$ cat src/rtl/fifo_read_stream.sv
// fifo_read_stream: drains a fixed-latency FIFO read port into a valid/ready stream.
// Define OUT_LAST_EN to add out_last, asserted on every PACKET_LEN-th beat.
module fifo_read_stream #(
    parameter int DATA_WIDTH   = 8,
    parameter int READ_LATENCY = 1,
    parameter int PACKET_LEN   = 16
) (
    input  logic                  clk,
    input  logic                  reset,
    input  logic                  fifo_empty,
    output logic                  fifo_read,
    input  logic [DATA_WIDTH-1:0] fifo_read_data,
    output logic                  out_valid,
    input  logic                  out_ready,
    output logic [DATA_WIDTH-1:0] out_data
`ifdef OUT_LAST_EN
    ,
    output logic                  out_last
`endif
);
    localparam int BUF_DEPTH = READ_LATENCY + 2;
    localparam int OW = $clog2(BUF_DEPTH + 1);
    localparam int PW = $clog2(BUF_DEPTH);
    localparam logic [OW-1:0] O_ONE = OW'(1);
    localparam logic [OW:0] O_DEPTH = (OW + 1)'(BUF_DEPTH);
    localparam logic [PW-1:0] P_ONE = PW'(1);
    localparam logic [PW-1:0] P_LAST = PW'(BUF_DEPTH - 1);

    if (READ_LATENCY < 1 || PACKET_LEN < 1) begin : g_param_check
        $error("fifo_read_stream: READ_LATENCY and PACKET_LEN must be at least 1");
    end

    logic [DATA_WIDTH-1:0]   r_buf [BUF_DEPTH];
    logic [PW-1:0]           r_wr;
    logic [PW-1:0]           r_rd;
    logic [OW-1:0]           r_occ;
    logic [OW-1:0]           r_infl;
    logic [READ_LATENCY-1:0] r_track;
    logic                    w_cap;
    logic                    w_fire;

    assign w_cap = r_track[READ_LATENCY-1];
    assign w_fire = out_valid && out_ready;
    // Reads are throttled so every word in flight is guaranteed a free slot on arrival.
    assign fifo_read = !reset && !fifo_empty && ({1'b0, r_infl} + {1'b0, r_occ} < O_DEPTH);
    assign out_valid = r_occ != '0;
    assign out_data = r_buf[r_rd];

    always_ff @(posedge clk) begin
        if (reset) begin
            r_wr <= '0;
            r_rd <= '0;
            r_occ <= '0;
            r_infl <= '0;
            r_track <= '0;
            for (int i = 0; i < BUF_DEPTH; i++) r_buf[i] <= '0;
        end else begin
            r_track <= READ_LATENCY'({r_track, fifo_read});
            r_infl <= fifo_read == w_cap ? r_infl : (fifo_read ? r_infl + O_ONE : r_infl - O_ONE);
            r_occ <= w_cap == w_fire ? r_occ : (w_cap ? r_occ + O_ONE : r_occ - O_ONE);
            if (w_cap) begin
                r_buf[r_wr] <= fifo_read_data;
                r_wr <= r_wr == P_LAST ? '0 : r_wr + P_ONE;
            end
            if (w_fire) r_rd <= r_rd == P_LAST ? '0 : r_rd + P_ONE;
        end
    end

`ifdef OUT_LAST_EN
    localparam int CW = $clog2(PACKET_LEN + 1);
    localparam logic [CW-1:0] C_LAST = CW'(PACKET_LEN - 1);
    localparam logic [CW-1:0] C_ONE = CW'(1);

    logic [CW-1:0] r_cnt;

    assign out_last = out_valid && r_cnt == C_LAST;

    always_ff @(posedge clk) begin
        if (reset) r_cnt <= '0;
        else if (w_fire) r_cnt <= r_cnt == C_LAST ? '0 : r_cnt + C_ONE;
    end
`endif
endmodule

$ cat config.mk
export PLATFORM = sky130hd
export DESIGN_NAME = fifo_read_stream
export DESIGN_NICKNAME = d
export VERILOG_FILES = /design/src/rtl/fifo_read_stream.sv
export SDC_FILE = /design/constraint.sdc
export NUM_CORES = 1
export LEC_CHECK = 0
export CORE_MARGIN = 2
export CORE_UTILIZATION = 49
export CTS_CLUSTER_DIAMETER = 120
export DETAILED_ROUTE_END_ITERATION = 7
export GPL_ROUTABILITY_DRIVEN = 0
export HOLD_SLACK_MARGIN = 0.05
export PLACE_DENSITY = 0.77
export SLEW_MARGIN = 20
export SYNTH_ARGS = -nofsm -noshare
export SYNTH_HDL_FRONTEND = slang
export SYNTH_SLANG_ARGS = --single-unit
$ cat constraint.sdc
create_clock -name clk -period 2.1 [get_ports clk]
set_input_delay 0.42 -clock clk [delete_from_list [all_inputs] [get_ports clk]]
set_output_delay 0.42 -clock clk [all_outputs]
set_load 0.005 [all_outputs]
==> results of run 1 <==
[critical path, delay by kind of cell (launching register included)]
| family | cells | cell delay, ns |
|---|---|---|
| fa+ha+maj | 2 | 0.63 |
| flops | 1 | 0.34 |
| compound gates | 1 | 0.24 |
| simple gates | 1 | 0.15 |
| buf+inv | 1 | 0.11 |
[per-layer routing]
layer,up-vias,part of all wire,global-route usage,wire length [um]
li1,536,-,-,-
met1,534,0.43,0.190,1410
met2,24,0.52,0.298,1730
met3,6,0.042,0.0562,138
met4,0,0.012,0.0612,40
met5,-,0,0,0
[cells in the mapped netlist]
cell type and count:
fa_1 1, and3b_1 1, dfxtp_1 11, nand2_1 3, ha_1 1, mux2i_1 2
nor3_1 1, mux2_1 1, and2_1 24, edfxtp_1 32, and4b_1 1, xor2_1 1
or3_1 1, nor4b_2 1, a21oi_1 3, buf_2 3, xnor2_1 1, or2_1 4
clkbuf_1 1, nor2_1 5, mux4_2 8, nor3b_1 1, and4bb_2 2, buf_1 1
a2111oi_2 1, a211oi_4 1, inv_1 2, and4_1 1, or3b_1 1, nor2b_1 6
mux2_2 1, o21ai_1 3
[flip-flops by register name (all words and copies together), names as in the netlist, named ones only]
| signal | flops |
|---|---|
| r_track | 1 |
| r_wr | 2 |
| r_rd | 2 |
| r_infl | 2 |
| r_occ | 2 |
| r_buf | 32 |
[power breakdown]
part	switching [mW]	leakage [nW]	total [mW]	internal (mW)
clock network	0.252	0.0403	0.479	0.227
logic	0.0957	0.437	0.240	0.145
registers	0.0293	0.412	0.986	0.956
total	0.377	0.889	1.70	1.33
[logic make-up (layout without fill, tap and decap cells)]
logic type	after synthesis	after routing	synth area share
buffers and inverters	7	47	0.0159
flip-flops	43	43	0.626
adder cells (fa/ha/maj)	2	2	0.0172
XOR/XNOR	2	2	0.00929
multiplexers	12	12	0.118
AO/OA/AOI/OAI	8	8	0.0345
AND/OR/NAND/NOR	52	52	0.179
[cells in the final DEF (no fill, tap or decap)]
master and count:
nor4b_2 1, and4bb_2 2, a21oi_1 3, mux2i_1 2
a2111oi_2 1, inv_1 2, xnor2_1 1, dlygate4sd2_1 8
and4b_1 1, nand2_1 3, mux2_1 1, xor2_1 1
edfxtp_1 32, buf_12 2, nor3b_1 1, o21ai_1 3
clkbuf_1 1, mux4_2 8, clkbuf_8 5, nor2_1 5
buf_4 14, and4_1 1, buf_2 1, clkinv_1 2
fa_1 1, dfxtp_2 3, and3b_1 1, mux2_2 1
nor3_1 1, or3_1 1, nor2b_1 6, ha_4 1
a211oi_4 1, or2_1 4, clkdlybuf4s50_1 12, and2_1 24
or3b_1 1, dfxtp_1 8
[timing repair]
item | 4_1_cts | 5_1_grt
pin swaps | 3 | 1
gates resized for setup | 17 | 0
buffers inserted | 1 | 0
endpoints found under the setup margin | 9 | 2
[final cells by class]
class / count / area [um2]
clock buffers: 6 / 72.6
clock inverters: 2 / 7.51
fillers: 285 / 1330
inverters: 2 / 7.51
multi-input cells: 76 / 688
flip-flops and latches: 43 / 1180
well taps: 48 / 60.1
repair buffers: 37 / 340
[how the worst max path moves through the flow]
| stage | endpoint | slack [ns] | depth (start not counted) |
|---|---|---|---|
| 2_1_floorplan | r_infl[1] | 0.13 | 5 |
| 3_3_place_gp | fifo_read | -0.29 | 5 |
| 3_5_place_dp | fifo_read | -0.31 | 5 |
| 4_1_cts | fifo_read | -0.12 | 5 |
| 5_1_grt | fifo_read | -0.16 | 5 |
| 6_report | fifo_read | -0.1 | 5 |
==> flow_summary.json, run 1 <==
{
  "post_route_ant_nets": 0,
  "vdd_ir_drop_max_v": 0.000516,
  "drcViolationCount": 0,
  "cts_sinks": 43,
  "vias_per_cell": 5.14,
  "syn_area_um2": 1890,
  "final-instance-count-excl-fill": 214,
  "core_region_area_um2": 3690,
  "detail_route.first_pass.iterations": 4,
  "clk-insertion-delay-late_ns": 0.29,
  "setup_viol": 1,
  "postRouteWirelength_mm": 3.32,
  "cp-start-kind": "flop",
  "drive_above_1_share": 0.241,
  "min_period_over_period": 1.05,
  "buffer_ports.inserted": 21,
  "post_synth.cell_area_avg_um2": 15.0,
  "crit_path_end_kind": "primary output",
  "fin_skew_ns": 0.00675,
  "clockRootBuffer": "clkbuf_8",
  "cts-htree-levels": 2,
  "n_antenna_cell": 0,
  "power.leakage_nw": 0.889,
  "final.hold.worst_slack_ns": 0.488,
  "timing.reg2reg.setup_slack_ns": 0.06,
  "grt_max_degree": 16,
  "via_count_of_the_first_global_routing_pass": 1119,
  "postLayoutSetupSlackWorst_ns": -0.0975,
  "postSynthNetCount": 140,
  "worst_r2r_path_depth": 6,
  "cts_max_path_buffers": 2,
  "rsz_0062_raised_after_global_routing": "true",
  "placed_cells_incl_taps": 205,
  "critical_path_class": "reg -> out",
  "largest_cells_by_area_after_synthesis": "edfxtp_1, dfxtp_1, mux4_2",
  "violations": "negative setup slack",
  "largest_fanout_on_the_critical_path": 2,
  "global_route.usage.total": 0.169,
  "end_of_the_worst_register_to_register_path": "r_infl[1]",
  "die-width_um": 66.1,
  "finalNetCount": 179,
  "timing.critical_path.required_ns": 1.68,
  "timing.rr.start": "r_infl[0]",
  "post_route_cell_area_um2": 2360,
  "cp_data_arrival_time_ns": 1.78,
  "cts_tree": "yes",
  "setup-tns-final_ns": -0.0975,
  "run_status": "finished, violations left",
  "synthesis_warnings": 0,
  "critical_path.cell_chain": "ha_4, fa_1, a211oi_4, nor2b_1, buf_2",
  "max_slew.worst_pin.slew_ns": 0.466,
  "starting_drt_drc_count": 28,
  "num_cts_buffers": 5,
  "dieHeight_um": 66.1,
  "synthesis.instances": 126,
  "via_count": 1100,
  "min-delay-path-class": "reg -> reg",
  "final_max_slew_viol_count": 0,
  "critPathLaunch": "r_infl[0]",
  "maxCapViolCount": 0,
  "detailedPlace.worstSlack_ns": -0.308,
  "finalHoldViolCount": 0,
  "floorplan.die_area_um2": 4360,
  "synth.lib_cells_used.distinct": 32,
  "global_route_wire_length_before_repair_mm": 5.20,
  "timing.critical_path.slowest_stage_cell": "fa_1",
  "place_hpwl_mm": 2.40,
  "post_drt_wl_per_cell_um": 15.5,
  "antenna_found_initial": 0,
  "timing.max_slew.rel_slack": 0.689,
  "sum_of_internal_switching_and_leakage_power_mw": 1.70,
  "hp-start": "r_rd[0]",
  "placement_rows": 22,
  "synth_top_area_cell": "edfxtp_1",
  "clk_transition_reported_paths_ns": 0.08,
  "hold_buffers": 0,
  "synth_seq_area_share": 0.626,
  "power_density_relative_to_cell_area_nw_per_um2": 722,
  "post-route-min-period_ns": 2.20,
  "layout.core_utilization": 0.640,
  "fmax_ghz": 0.455,
  "initial_core_util": 0.512,
  "number_of_synthesized_register_bits": 43,
  "dpl_cell_area_um2": 2270,
  "grt_overflow_total": 0,
  "synthDominantCellAreaShare": 0.509,
  "slowest_delay_ns": 0.48,
  "min_path_cells": 2,
  "top_level_ports": 22,
  "signed_area_change_from_the_synthesized_netlist_to_the_final_layout_pct": 25.1
}
(Power assumes the default switching activity.)
==> run 2, diff against run 1 <==
--- a/config.mk
+++ b/config.mk
@@ -5,6 +5,7 @@
 export SDC_FILE = /design/constraint.sdc
 export NUM_CORES = 1
 export LEC_CHECK = 0
+export ABC_AREA = 1
 export CORE_MARGIN = 2
 export CORE_UTILIZATION = 49
 export CTS_CLUSTER_DIAMETER = 120
==> run 2 against run 1 <==
Against the previous run: the run now ends clean; largest cell class unchanged; total power grew 4.0%; count of clock-buffer cells in the layout grew 2; via count grew 23%; synthesized cell count grew 41%; worst setup slack gained 0.18 ns; sequential share of layout area grew 0.080 points; global-route usage grew 1.5 points.
==> flow_summary.json, run 2 <==
{
  "top_level_ports": 22,
  "dieHeight_um": 66.1,
  "number_of_synthesized_register_bits": 43,
  "timing.rr.start": "r_occ[0]",
  "largest_reg_flops": 32,
  "starting_drt_drc_count": 116,
  "via_count_of_the_first_global_routing_pass": 1294,
  "signed_area_change_from_the_synthesized_netlist_to_the_final_layout_pct": 25.0,
  "post_synth.cell_area_avg_um2": 10.6,
  "post_drt_wl_per_cell_um": 13.0,
  "synth.lib_cells_used.distinct": 22,
  "most-common-layout-cells": "nor2_1, edfxtp_1, inv_1",
  "most_common_cell_in_the_synthesized_netlist": "nor2_1",
  "ys.flop_type": "edfxtp_1",
  "post_route_ant_nets": 0,
  "fin_skew_ns": 0.00660,
  "final.hold.worst_slack_ns": 0.492,
  "postRouteWirelength_mm": 3.48,
  "hold_buffers": 0,
  "timing.critical_path.required_ns": 1.68,
  "synthesis.instances": 178,
  "initial_core_util": 0.512,
  "vias_per_cell": 5.04,
  "clk-insertion-delay-late_ns": 0.29,
  "core_region_area_um2": 3690,
  "clockRootBuffer": "clkbuf_8",
  "synth_seq_area_share": 0.626,
  "run_status": "finished clean",
  "n_antenna_cell": 0,
  "crit_end": "out_data[7]",
  "synth_enable_flop_cells": 32,
  "largest_register": "r_buf",
  "cts_setup_buffers": 0,
  "finalNetCount": 233,
  "cp-start-kind": "flop",
  "asyncSetResetFlopFracSynth": 0,
  "timing.reg2reg.setup_slack_ns": 0.44,
  "global_route_wire_length_before_repair_mm": 5.75,
  "power_density_relative_to_cell_area_nw_per_um2": 751,
  "most_common_library_cell_in_the_layout_ignoring_fill_and_taps": "nor2_1",
  "layout.core_utilization": 0.640,
  "min-delay-path-class": "reg -> reg",
  "antenna_found_initial": 0,
  "postSynthNetCount": 192,
  "num_cts_buffers": 5,
  "worst_r2r_path_depth": 8,
  "hp-start": "r_rd[1]",
  "cts_max_path_buffers": 2,
  "crit_path_end_kind": "primary output",
  "final_max_slew_viol_count": 0,
  "vdd_ir_drop_max_v": 0.000361,
  "largest_cells_by_area_after_synthesis": "edfxtp_1, dfxtp_1, nor2_1",
  "cp_data_arrival_time_ns": 1.60,
  "finalHoldViolCount": 0,
  "grt_overflow_total": 0,
  "detail_route.first_pass.iterations": 4,
  "post-route-min-period_ns": 2.02,
  "grt_max_degree": 17,
  "timing.max_slew.rel_slack": 0.844,
  "clk_transition_reported_paths_ns": 0.07,
  "place_hpwl_mm": 2.43,
  "synth_top_area_cell": "edfxtp_1",
  "syn_area_um2": 1890,
  "cts-htree-levels": 2,
  "placement_rows": 22,
  "setup-tns-final_ns": 0,
  "postLayoutSetupSlackWorst_ns": 0.0836,
  "synthDominantCellAreaShare": 0.509,
  "cts_sinks": 43,
  "setup_viol": 0,
  "detailedPlace.worstSlack_ns": -0.0232,
  "min_period_over_period": 0.960,
  "largest_fanout_on_the_critical_path": 8,
  "end_of_the_worst_register_to_register_path": "r_infl[1]",
  "ys_top_cells_by_count": "nor2_1, edfxtp_1, inv_1, nand2_1, o21ai_0",
  "critical_path_class": "reg -> out",
  "maxCapViolCount": 0,
  "floorplan.die_area_um2": 4370,
  "via_count": 1350,
  "synthesis_warnings": 0,
  "global_route.usage.total": 0.184,
  "rsz_0062_raised_after_global_routing": "false",
  "drcViolationCount": 0,
  "cts_tree": "yes",
  "max_slew.worst_pin.slew_ns": 0.233,
  "buffer_ports.inserted": 21,
  "fmax_ghz": 0.496,
  "die-width_um": 66.1,
  "power.leakage_nw": 0.965,
  "drive_above_1_share": 0.168
}
run 2: changes by cell type in the layout (fill, tap and decap cells not counted), sizes merged, moves of 8 or more:
cell         previous run  this run
inv                     2        22
mux4                    8         0
nand3                   0         9
o21ai                   3        19
nand2                   3        15
o22ai                   0         8
and2                   24         0
nor2                    5        45
dlygate4sd2             8         0
run 2: worst min path at each step:
stage / to / slack (ns) / cells after the start
2_1_floorplan: flop / 0.46 / 2
3_3_place_gp: r_rd[1] / 0.49 / 2
3_5_place_dp: flop / 0.49 / 2
4_1_cts: flop / 0.50 / 2
5_1_grt: flop / 0.54 / 2
6_report: flop / 0.49 / 2
run 2: logic make-up (layout without fill, tap and decap cells):
group / Yosys count / after routing / share of synthesized area
and+or+nand+nor: 71 / 71 / 0.194
DFF: 43 / 43 / 0.626
AOI/OAI and AO/OA: 37 / 37 / 0.107
buffers and inverters: 25 / 67 / 0.0563
adders and majority gates: 2 / 2 / 0.0172
run 2: what timing repair did:
item                       in CTS  in global routing
pin swaps                       3                  2
gates resized for setup        11                  5
setup endpoints to repair       9                  7
run 2: worst max-delay path, cell delays in order (launching register included):
cell and delay (ns):
dfxtp_2 0.36, buf_4 0.16, o21ai_0 0.09, o22ai_1 0.18, clkdlybuf4s50_1 0.52
run 2: layout make-up:
cell class	instances	area, um2
Fill cell	313	1330
Timing Repair Buffer	37	330
Tap cell	48	60.1
Clock buffer	8	80.1
Multi-Input combinational cell	110	616
Inverter	22	87.6
Sequential cell	43	1190
run 2: per-layer routing:
| metal | vias up | share of wire | wire length, um | track usage |
|---|---|---|---|---|
| met4 | 0 | 0.020 | 70 | 0.0842 |
| met1 | 633 | 0.44 | 1520 | 0.207 |
| met2 | 23 | 0.51 | 1770 | 0.321 |
| met3 | 7 | 0.037 | 129 | 0.0528 |
| met5 | - | 0 | 0 | 0 |
| li1 | 687 | - | - | - |
run 2: power breakdown:
group	internal [mW]	switching, mW	total [mW]
sequential	0.956	0.0268	0.983
clock	0.236	0.257	0.493
combinational	0.149	0.148	0.297
total	1.34	0.431	1.77
run 2: per-stage QoR:
step | cells | area, um2 | total power [mW]
floorplan | 178 | 1890 | 1.14
global placement | 260 | 2250 | 1.28
detailed placement | 260 | 2250 | 1.29
CTS | 268 | 2350 | 1.78
global route | 268 | 2360 | 1.86
finish | 268 | 2360 | 1.77
==> run 3, diff against run 2 <==
--- a/config.mk
+++ b/config.mk
@@ -13,6 +13,7 @@
 export GPL_ROUTABILITY_DRIVEN = 0
 export HOLD_SLACK_MARGIN = 0.05
 export PLACE_DENSITY = 0.77
+export SETUP_SLACK_MARGIN = 0.2
 export SLEW_MARGIN = 20
 export SYNTH_ARGS = -nofsm -noshare
 export SYNTH_HDL_FRONTEND = slang
==> run 3 against run 2 <==
Against the previous run: combinational power is 4% lower; utilization about the same; critical path depth grew 2; cell count rose by 0.75%; via count is 0.89% higher; total power shrank 0.76%; die area is the same; critical endpoint is now fifo_read; sequential share of layout area about the same; non-clock buffer count grew 2; global-route usage up 0.22 points; largest power group unchanged.
==> flow_summary.json, run 3 (synthesized netlist as in run 2, its figures left out) <==
{
  "run_status": "finished clean",
  "drcViolationCount": 0,
  "layout.core_utilization": 0.640,
  "drive_above_1_share": 0.180,
  "maxCapViolCount": 0,
  "grt_max_degree": 17,
  "max_slew.worst_pin.slew_ns": 0.235,
  "finalHoldViolCount": 0,
  "cts_sinks": 43,
  "crit_path_end_kind": "primary output",
  "setup_viol": 0,
  "placed_cells_incl_taps": 260,
  "critical_path_class": "reg -> out",
  "cp_data_arrival_time_ns": 1.59,
  "largest_register": "r_buf",
  "top_level_ports": 22,
  "post_route_cell_area_um2": 2360,
  "clk-insertion-delay-late_ns": 0.29,
  "fin_skew_ns": 0.00627,
  "most_common_library_cell_in_the_layout_ignoring_fill_and_taps": "nor2_1",
  "placement_rows": 22,
  "power.leakage_nw": 0.966,
  "final_max_slew_viol_count": 0,
  "dieHeight_um": 66.1,
  "power_density_relative_to_cell_area_nw_per_um2": 745,
  "fmax_ghz": 0.498,
  "vias_per_cell": 5.04,
  "core_region_area_um2": 3690,
  "cts_max_path_buffers": 2,
  "via_count": 1362,
  "final-instance-count-excl-fill": 270,
  "rsz_0062_raised_after_global_routing": "true",
  "global_route_wire_length_before_repair_mm": 5.82,
  "via_count_of_the_first_global_routing_pass": 1306,
  "num_cts_buffers": 5,
  "most-common-layout-cells": "nor2_1, edfxtp_1, inv_1",
  "setup-tns-final_ns": 0,
  "nFillCells": 317,
  "final.hold.worst_slack_ns": 0.492,
  "cp-start-kind": "flop",
  "finalNetCount": 235,
  "post_route_ant_nets": 0,
  "post-route-min-period_ns": 2.01,
  "clockRootBuffer": "clkbuf_8",
  "signed_area_change_from_the_synthesized_netlist_to_the_final_layout_pct": 25.0,
  "post_drt_wl_per_cell_um": 13.0,
  "seq_area_um2": 1190,
  "buffer_ports.inserted": 21,
  "cts_tree": "yes",
  "min-delay-path-class": "reg -> reg",
  "starting_drt_drc_count": 129,
  "timing.max_slew.rel_slack": 0.842,
  "largest_fanout_on_the_critical_path": 2,
  "global_route.usage.total": 0.186,
  "die-width_um": 66.1,
  "largest_reg_flops": 32,
  "timing.critical_path.required_ns": 1.68,
  "detailedPlace.worstSlack_ns": -0.0232,
  "postRouteWirelength_mm": 3.50,
  "min_period_over_period": 0.956,
  "initial_core_util": 0.512,
  "sum_of_internal_switching_and_leakage_power_mw": 1.76,
  "dpl_cell_area_um2": 2250,
  "antenna_found_initial": 0,
  "floorplan.die_area_um2": 4370,
  "clk_transition_reported_paths_ns": 0.07,
  "grt_overflow_total": 0,
  "detail_route.first_pass.iterations": 4,
  "place_hpwl_mm": 2.43,
  "multi_input_comb_area_um2": 616,
  "postLayoutSetupSlackWorst_ns": 0.0922,
  "cts-htree-levels": 2,
  "vdd_ir_drop_max_v": 0.000359,
  "n_antenna_cell": 0
}
## run 3: where the power goes
part / leakage, nW / switching, mW / total [mW] / internal, mW
Clock: 0.0395 / 0.256 / 0.493 / 0.236
Combinational: 0.514 / 0.147 / 0.284 / 0.136
Sequential: 0.413 / 0.0266 / 0.983 / 0.956
## run 3: layer usage
metal,share of wire,vias to the layer above,GRT usage
li1,-,690,-
met1,0.42,640,0.205
met2,0.52,25,0.331
met3,0.033,7,0.0528
met4,0.020,0,0.0842
met5,0,-,0
## run 3: cell type report
class,instances,area share
flip-flops and latches,43,0.502
multi-input cells,110,0.261
repair buffers,39,0.141
inverters,22,0.0360
clock buffers,8,0.0339
well taps,48,0.0254
## run 3: critical path, stage by stage (launching register included)
cell and delay (ns):
dfxtp_2 0.34, ha_4 0.16, fa_1 0.51, nand2_2 0.08
nand3_4 0.06, inv_2 0.03, buf_2 0.11
## run 3: worst paths after layout
check                                from   endpoint  slack (ns)  cells past startpoint
worst min-delay path              r_rd[1]       flop        0.49                      2
worst max register to register  r_infl[0]  r_infl[1]        0.22                     11
worst max-delay path            r_infl[0]  fifo_read        0.09                      6
worst min register to register    r_rd[1]       flop        0.49                      2
## run 3: what timing repair did
action                     4_1_cts  5_1_grt
pin swaps                        3        3
setup endpoints to repair        9        1
gates resized for setup         22        1
hold endpoints to repair         0        0
cloned                           0        0
hold buffers                     0        0
setup buffers                    1        1
